`src/rtl/bcd_tick_sequencer.sv`:
```
// Serial multi-digit BCD up/down counter built around one shared digit tick unit.
// Optional BCD_TICK_SEQ_SATURATE_EN: a step that would wrap instead pulses done+wrap and holds count.
module bcd_tick (
  input  logic [3:0] d,
  input  logic       up,
  output logic [3:0] q
);
  always_comb begin
    if (up) q = (d == 4'd9) ? 4'd0 : d + 4'd1;
    else    q = (d == 4'd0) ? 4'd9 : d - 4'd1;
  end
endmodule

module bcd_tick_sequencer #(
  parameter int DIGITS = 4
) (
  input  logic                clk,
  input  logic                rst,
  input  logic                cmd_valid,
  input  logic                cmd_dir,
  output logic                cmd_ready,
  input  logic                load,
  input  logic [4*DIGITS-1:0] load_val,
  output logic [4*DIGITS-1:0] count,
  output logic                busy,
  output logic                done,
  output logic                wrap
);
  localparam int W  = 4 * DIGITS;
  localparam int IW = $clog2(DIGITS);

  localparam logic [0:0] IDLE = 1'b0;
  localparam logic [0:0] STEP = 1'b1;

  logic [0:0]    state;
  logic [IW-1:0] idx;
  logic          dir;
  logic [W-1:0]  cnt;
  logic [3:0]    cur;
  logic [3:0]    nxt;
  logic          cont;
  logic          last;
  logic [W-1:0]  lval;

  assign cur       = cnt[4*idx +: 4];
  assign cont      = dir ? (cur == 4'd9) : (cur == 4'd0);
  assign last      = (idx == IW'(DIGITS - 1));
  assign count     = cnt;
  assign busy      = (state == STEP);
  assign cmd_ready = (state == IDLE) & ~load;

  bcd_tick u_tick (
    .d  (cur),
    .up (dir),
    .q  (nxt)
  );

  // Out-of-range load digits are cleared so the tick unit only sees 0..9.
  always_comb begin
    lval = '0;
    for (int i = 0; i < DIGITS; i++) begin
      if (load_val[4*i +: 4] <= 4'd9)
        lval[4*i +: 4] = load_val[4*i +: 4];
    end
  end

`ifdef BCD_TICK_SEQ_SATURATE_EN
  logic all9;
  logic all0;
  logic sat;

  always_comb begin
    all9 = 1'b1;
    all0 = 1'b1;
    for (int i = 0; i < DIGITS; i++) begin
      if (cnt[4*i +: 4] != 4'd9) all9 = 1'b0;
      if (cnt[4*i +: 4] != 4'd0) all0 = 1'b0;
    end
  end

  assign sat = cmd_dir ? all9 : all0;
`endif

  always_ff @(posedge clk) begin
    if (rst) begin
      state <= IDLE;
      idx   <= '0;
      dir   <= 1'b0;
      cnt   <= '0;
      done  <= 1'b0;
      wrap  <= 1'b0;
    end else begin
      done <= 1'b0;
      wrap <= 1'b0;
      unique case (1'b1)
        (state == IDLE): begin
          if (load) begin
            cnt <= lval;
          end else if (cmd_valid) begin
            dir <= cmd_dir;
            idx <= '0;
`ifdef BCD_TICK_SEQ_SATURATE_EN
            if (sat) begin
              done <= 1'b1;
              wrap <= 1'b1;
            end else begin
              state <= STEP;
            end
`else
            state <= STEP;
`endif
          end
        end
        (state == STEP): begin
          cnt[4*idx +: 4] <= nxt;
          if (cont && !last) begin
            idx <= idx + IW'(1);
          end else begin
            state <= IDLE;
            done  <= 1'b1;
            wrap  <= cont;
          end
        end
        default: state <= IDLE;
      endcase
    end
  end
endmodule

```
`config.mk`:
```
export PLATFORM = sky130hd
export DESIGN_NAME = bcd_tick_sequencer
export DESIGN_NICKNAME = d
export VERILOG_FILES = /design/src/rtl/bcd_tick_sequencer.sv
export SDC_FILE = /design/constraint.sdc
export NUM_CORES = 1
export LEC_CHECK = 0
export CELL_PAD_IN_SITES_DETAIL_PLACEMENT = 1
export CELL_PAD_IN_SITES_GLOBAL_PLACEMENT = 1
export CORE_ASPECT_RATIO = 2
export CORE_UTILIZATION = 37
export DETAILED_ROUTE_END_ITERATION = 10
export PLACE_DENSITY_LB_ADDON = 0.1
export SLEW_MARGIN = 0
export SYNTH_ARGS = -nofsm -noshare
export SYNTH_HDL_FRONTEND = slang
export SYNTH_SLANG_ARGS = --single-unit
```
`constraint.sdc`:
```
create_clock -name clk -period 6 [get_ports clk]
set_input_delay 1.2 -clock clk [delete_from_list [all_inputs] [get_ports clk]]
set_output_delay 1.2 -clock clk [all_outputs]
set_load 0.1 [all_outputs]
```
Yosys cells after proc, flatten, opt, wreduce, memory -nomap -nowiden
Cells that the tools add are included.
{"block": "word_totals", "register_bits": 22, "inputBits": 21, "output_inout_bits": 20, "wordCells": 53}
{"block": "classes", "addsub": 4, "n_lt_le_gt_ge": 4, "n_eq_ne": 6, "shifts": 3, "mux": 20, "bitwise_logic": 3, "reduce_logical": 7}
{"op": "negator 4 -> 34 bit", "count": 1}
{"op": "variable shift 4 x 34 -> 16 bit, first input constant", "count": 1}
{"op": "variable part select 4 x 34 -> 16 bit", "count": 1}
{"op": "one-hot mux 16 bit (2 select lines)", "count": 1}
{"op": "2-to-1 mux 4 bit", "count": 7}
{"op": "bitwise mux 16 bit", "count": 1}
{"op": "less-or-equal comparator 4 bit, second input constant", "count": 4}
{"op": "2-to-1 mux 16 bit", "count": 1}
{"op": "variable part select 16 x 5 -> 4 bit", "count": 1}
{"op": "2-to-1 mux 2 bit", "count": 3}
{"op": "!= test 2 bit, second input constant", "count": 3}
{"op": "AND reduction 3 bit", "count": 2}
{"op": "2-to-1 mux 1 bit", "count": 5}
{"op": "adder 4 x 1 -> 4 bit, second input constant", "count": 1}
{"op": "== test 4 bit, second input constant", "count": 1}
{"op": "logical NOT 4 bit", "count": 1}
{"op": "one-hot mux 2 bit (2 select lines)", "count": 1}
{"op": "subtractor 4 x 1 -> 4 bit, second input constant", "count": 1}
{"op": "OR reduction 3 bit", "count": 1}
{"op": "adder 2 x 1 -> 2 bit, second input constant", "count": 1}
{"op": "== test 2 bit, second input constant", "count": 1}
{"op": "!= test 2 x 1 -> 1 bit, second input constant", "count": 1}
{"op": "inverter 1 bit", "count": 2}
{"op": "one-hot mux 1 bit (2 select lines)", "count": 1}
{"op": "other kinds (4)", "count": 4}

Logic depth before layout (Yosys ltp)
{"block": "depth", "word_depth": 7, "ltp_mapped": 9, "depth_no_buf": 8}

Cells and area by module
Synthesis repeated with hierarchy kept, for this count alone.
{"block": "hier_totals", "cells_unflattened": 157, "area_unflattened_um2": 1382.6}
{"module": "bcd_tick_sequencer", "n_inst": 1, "cells_each": 137, "area_per_inst_um2": 1243.7, "seq_area_each_um2": 440.4}
{"module": "bcd_tick", "n_inst": 1, "cells_each": 20, "area_per_inst_um2": 138.9, "seq_area_each_um2": 0.0}

Least setup slack after synthesis
No wires, ideal clock.
{"block": "synth_timing", "kind": "input to output", "from": "input port load", "to": "output port cmd_ready", "arrival_time_ps": 2510, "t_required_ps": 4800, "slack_ps": 2290, "path_stages": 1, "path_buffers": 0, "path_cell_list": "nor2_1"}
{"block": "synth_between", "elab_chain_len": 2}
{"element": "start: declaration", "line": "22", "rtl": "input logic load,"}
{"element": "inverter 1 bit (no line)"}
{"element": "AND 1 bit", "line": "50", "rtl": "assign cmd_ready = (state == IDLE) & ~load;"}
{"element": "end: declaration", "line": "21", "rtl": "output logic cmd_ready,"}
Every way passes these cells.

Worst setup path after layout
Same ends and word-level chain as after synthesis.

==> flow_summary_export.csv <==
group,metric,value,unit
grt,antenna_found_initial,0,
place,gp_congestion,0.865,
drt,totalWireLength,4760,um
pwr,p_total,485,uW
timing,clock_skew,0.00602,ns
grt,grt_usage,24.9,%
worst_setup_path,rr_worst_depth,8,
worst_setup_path,cp.depth,3,
floorplan,die_x,46.3,um
finish,regArea,440,sq um
yosys,synth_xor_area_share,0,%
clock_tree,cts_sinks,22,
finish,multiInputGateArea,911,sq um
floorplan,dieArea,4200,sq um
yosys,synthCells,173,
finish,drive_gt1_share,5.83,%
yosys,async_flop_share,0,%
floorplan,initial_core_util,39.5,%
timing,setup_viol,0,
yosys,netlist-cell-type-count,44,
worst_setup_path,start_kind,"input pin",
pwr,p_per_area,256,nW/um^2
floorplan,rows,31,
yosys,avgSynthCellArea,8.40,sq um
yosys,netlist_top_cells_area,"dfxtp_1, mux4_2, ha_1",
clock_tree,cts_root_buf,"clkbuf_8",
clock_tree,clkTransAtPathRegs,0.08,ns
min_path,holdPathStages,2,
yosys,synthMuxAreaShare,8.00,%
drt,num_vias,1505,
yosys,synth_top_cells_by_count,"dfxtp_1, nor2_1, a21oi_1, o21ai_0, inv_1",
finish,nFillCells,454,
yosys,netlist.top_cell.by_area,"dfxtp_1",
clock_tree,clkLatencyLatePin,0.26,ns
clock_tree,ctsLongestPathBuffers,2,
grt,grt_max_degree,22,
timing,rsz0062_at_grt,"false",
clock_tree,cts_hold_buffers,0,
pwr,p_leak,0.000698,uW
drt,wl_per_cell,18.7,um
clock_tree,tritoncts,"yes",
timing,final-hold-violation-count,0,
drt,viasPerCell,5.90,
floorplan,core-area,3680,sq um
finish,n_antenna_cell,0,
worst_setup_path,timing.rr.start,"idx[0]$_SDFFE_PP0P_",
worst_setup_path,crit_family,"buffers and inverters",
drt,drc_errors,0,
run,maxCapViolations,0,
yosys,ys_warn_count,0,
yosys,synth_top_family_by_area,"compound AO/OA/AOI/OAI gates",
yosys,synth_nets,201,
clock_tree,cts_resized,0,
place,dp_hpwl,3860,um
grt,grt_pass1_wl,7760,um
worst_setup_path,timing.critical_path.mode_cell,"clkdlybuf4s50_1",
worst_setup_path,cp.arrival,2.95,ns
min_path,hp-start,"count[13]$_SDFFE_PP0P_",
worst_setup_path,crit_type,"in2out",
worst_setup_path,worst_setup_path_end_kind,"output port",
worst_setup_path,crit_slowest_cell,"clkdlybuf4s50_1",
worst_setup_path,crit_required,4.80,ns
timing,finalMaxSlewViolations,0,
grt,grt_pass1_vias,1627,
yosys,yosysSeqAreaShare,30.3,%
yosys,ys_ff_latch,22,
place,portBuffers,40,
yosys,netlist_area,1450,sq um
worst_setup_path,path_max_fanout,3,
finish,final_util,51.4,%
drt,antenna_left,0,
clock_tree,postCtsSetupBuffers,0,
timing,worst_slew_pin_slew,0.981,ns
drt,firstDrtPassIters,4,
timing,period_needed,4.15,ns
clock_tree,cts_buffers,3,
finish,area_growth,30.4,%
run_status,status,"finished, final reports clean",
worst_setup_path,crit_path_max_incr_delay,1.17,ns
timing,finalCritPeriodShare,69.1,%
drt,drtIter0Drc,34,
yosys,synth-edff-count,0,
timing,fmax,241,MHz
yosys,yosys.area_share.simple,20.5,%
worst_setup_path,crit_chain,"clkdlybuf4s50_1, nor2_1, clkdlybuf4s50_1",
floorplan,io-pin-count,41,
timing,relSlewSlack,34.4,%
grt,grt.overflow.total,0,
yosys,synth_compound_area_share,28.1,%
min_path,hp-class,"reg2reg",
yosys,synth_most_common_cell,"dfxtp_1",
yosys,yosysTopAreaCellShare,30.3,%
yosys,synth_fa_ha_area_share,6.02,%
floorplan,die_h,90.7,um
worst_setup_path,crit_start,"load",
timing,fin_setup_tns,0,ns
yosys,synthFlopType,"dfxtp_1",
pwr,peakVddDrop,0.000152,V
clock_tree,htreeDepth,1,
worst_setup_path,path_buf_inv,2,
finish,finalNetCount,236,
[routing by layer]
| metal | track usage (%) | wire length, um |
|---|---|---|
| met3 | 2.00 | 56 |
| met4 | 11.0 | 119 |
| met5 | 0 | 0 |
| met1 | 28.0 | 1810 |
| met2 | 43.9 | 2770 |
[power by group]
part	switching [uW]	internal, uW
Combinational	154	66.9
Clock	46.1	44.8
Sequential	15.8	158
Total	216	270
[sequential cells by signal, summed over array words and instances (netlist names)]
name	flops
done	1
dir	1
wrap	1
busy	1
count	16
idx	2
[through the flow]
| stage | cells | setup slack (ns) | hold WS, ns | area [sq um] |
|---|---|---|---|---|
| after global placement | 252 | 1.85 | 0.508 | 1850 |
| final | 255 | 1.85 | 0.553 | 1900 |
| after global routing | 255 | 1.77 | 0.563 | 1900 |
| after CTS | 255 | 1.84 | 0.555 | 1900 |
| after detailed placement | 252 | 1.84 | 0.525 | 1850 |
| after floorplan | 173 | 2.29 | 0.603 | 1450 |
[path summary, 6_finish.rpt]
path                                  to  slack [ns]
hold / removal    count[13]$_SDFFE_PP0P_        0.55
setup / recovery               cmd_ready        1.85
hold reg to reg   count[13]$_SDFFE_PP0P_        0.55
setup reg to reg   count[9]$_SDFFE_PP0P_        3.25
[cell type report]
class,instances,share of cell area [%]
Sequential cell,22,23.2
Multi-Input combinational cell,130,48.1
Clock buffer,3,2.18
Inverter,11,2.18
Tap cell,49,3.23
Timing Repair Buffer,40,21.1
[placed cells by master, fill, tap and decap left out, types with 2 or more instances in the layout]
cell             synthesis  routed
nor3_1                   6       6
clkdlybuf4s50_1          0      40
nand3_1                  9       9
o211ai_1                 2       2
o21ai_0                 12      12
clkbuf_8                 0       3
inv_1                   11      11
dfxtp_1                 22      22
a32oi_1                  6       6
a211o_1                  2       2
a21o_1                   3       3
nor2b_1                  2       2
mux4_2                   4       4
nand2_1                  6       6
nor2_1                  21      21
a211oi_1                 7       7
ha_1                     7       7
nand2b_1                 2       2
a21oi_1                 14      14
nor4b_1                  2       2
a221oi_1                 3       3
o221ai_1                 2       2
[logic make-up (layout without fill, tap and decap cells)]
group | Yosys count | after routing
adder cells (fa/ha/maj) | 7 | 7
AND/OR/NAND/NOR | 57 | 57
AO/OA/AOI/OAI | 60 | 60
buffers and inverters | 21 | 54
multiplexers | 6 | 6
flip-flops | 22 | 22
[worst reg2reg max path: cells and delay by family, from the launching register on]
kind / cells / cell delay, ns
and+or+nand+nor: 1 / 0.09
muxes: 1 / 0.68
buffers and inverters: 2 / 0.22
DFF: 1 / 0.60
adders and majority gates: 1 / 0.20
AOI/OAI and AO/OA: 3 / 0.83
Note: power is estimated with default switching activity, not from simulation.
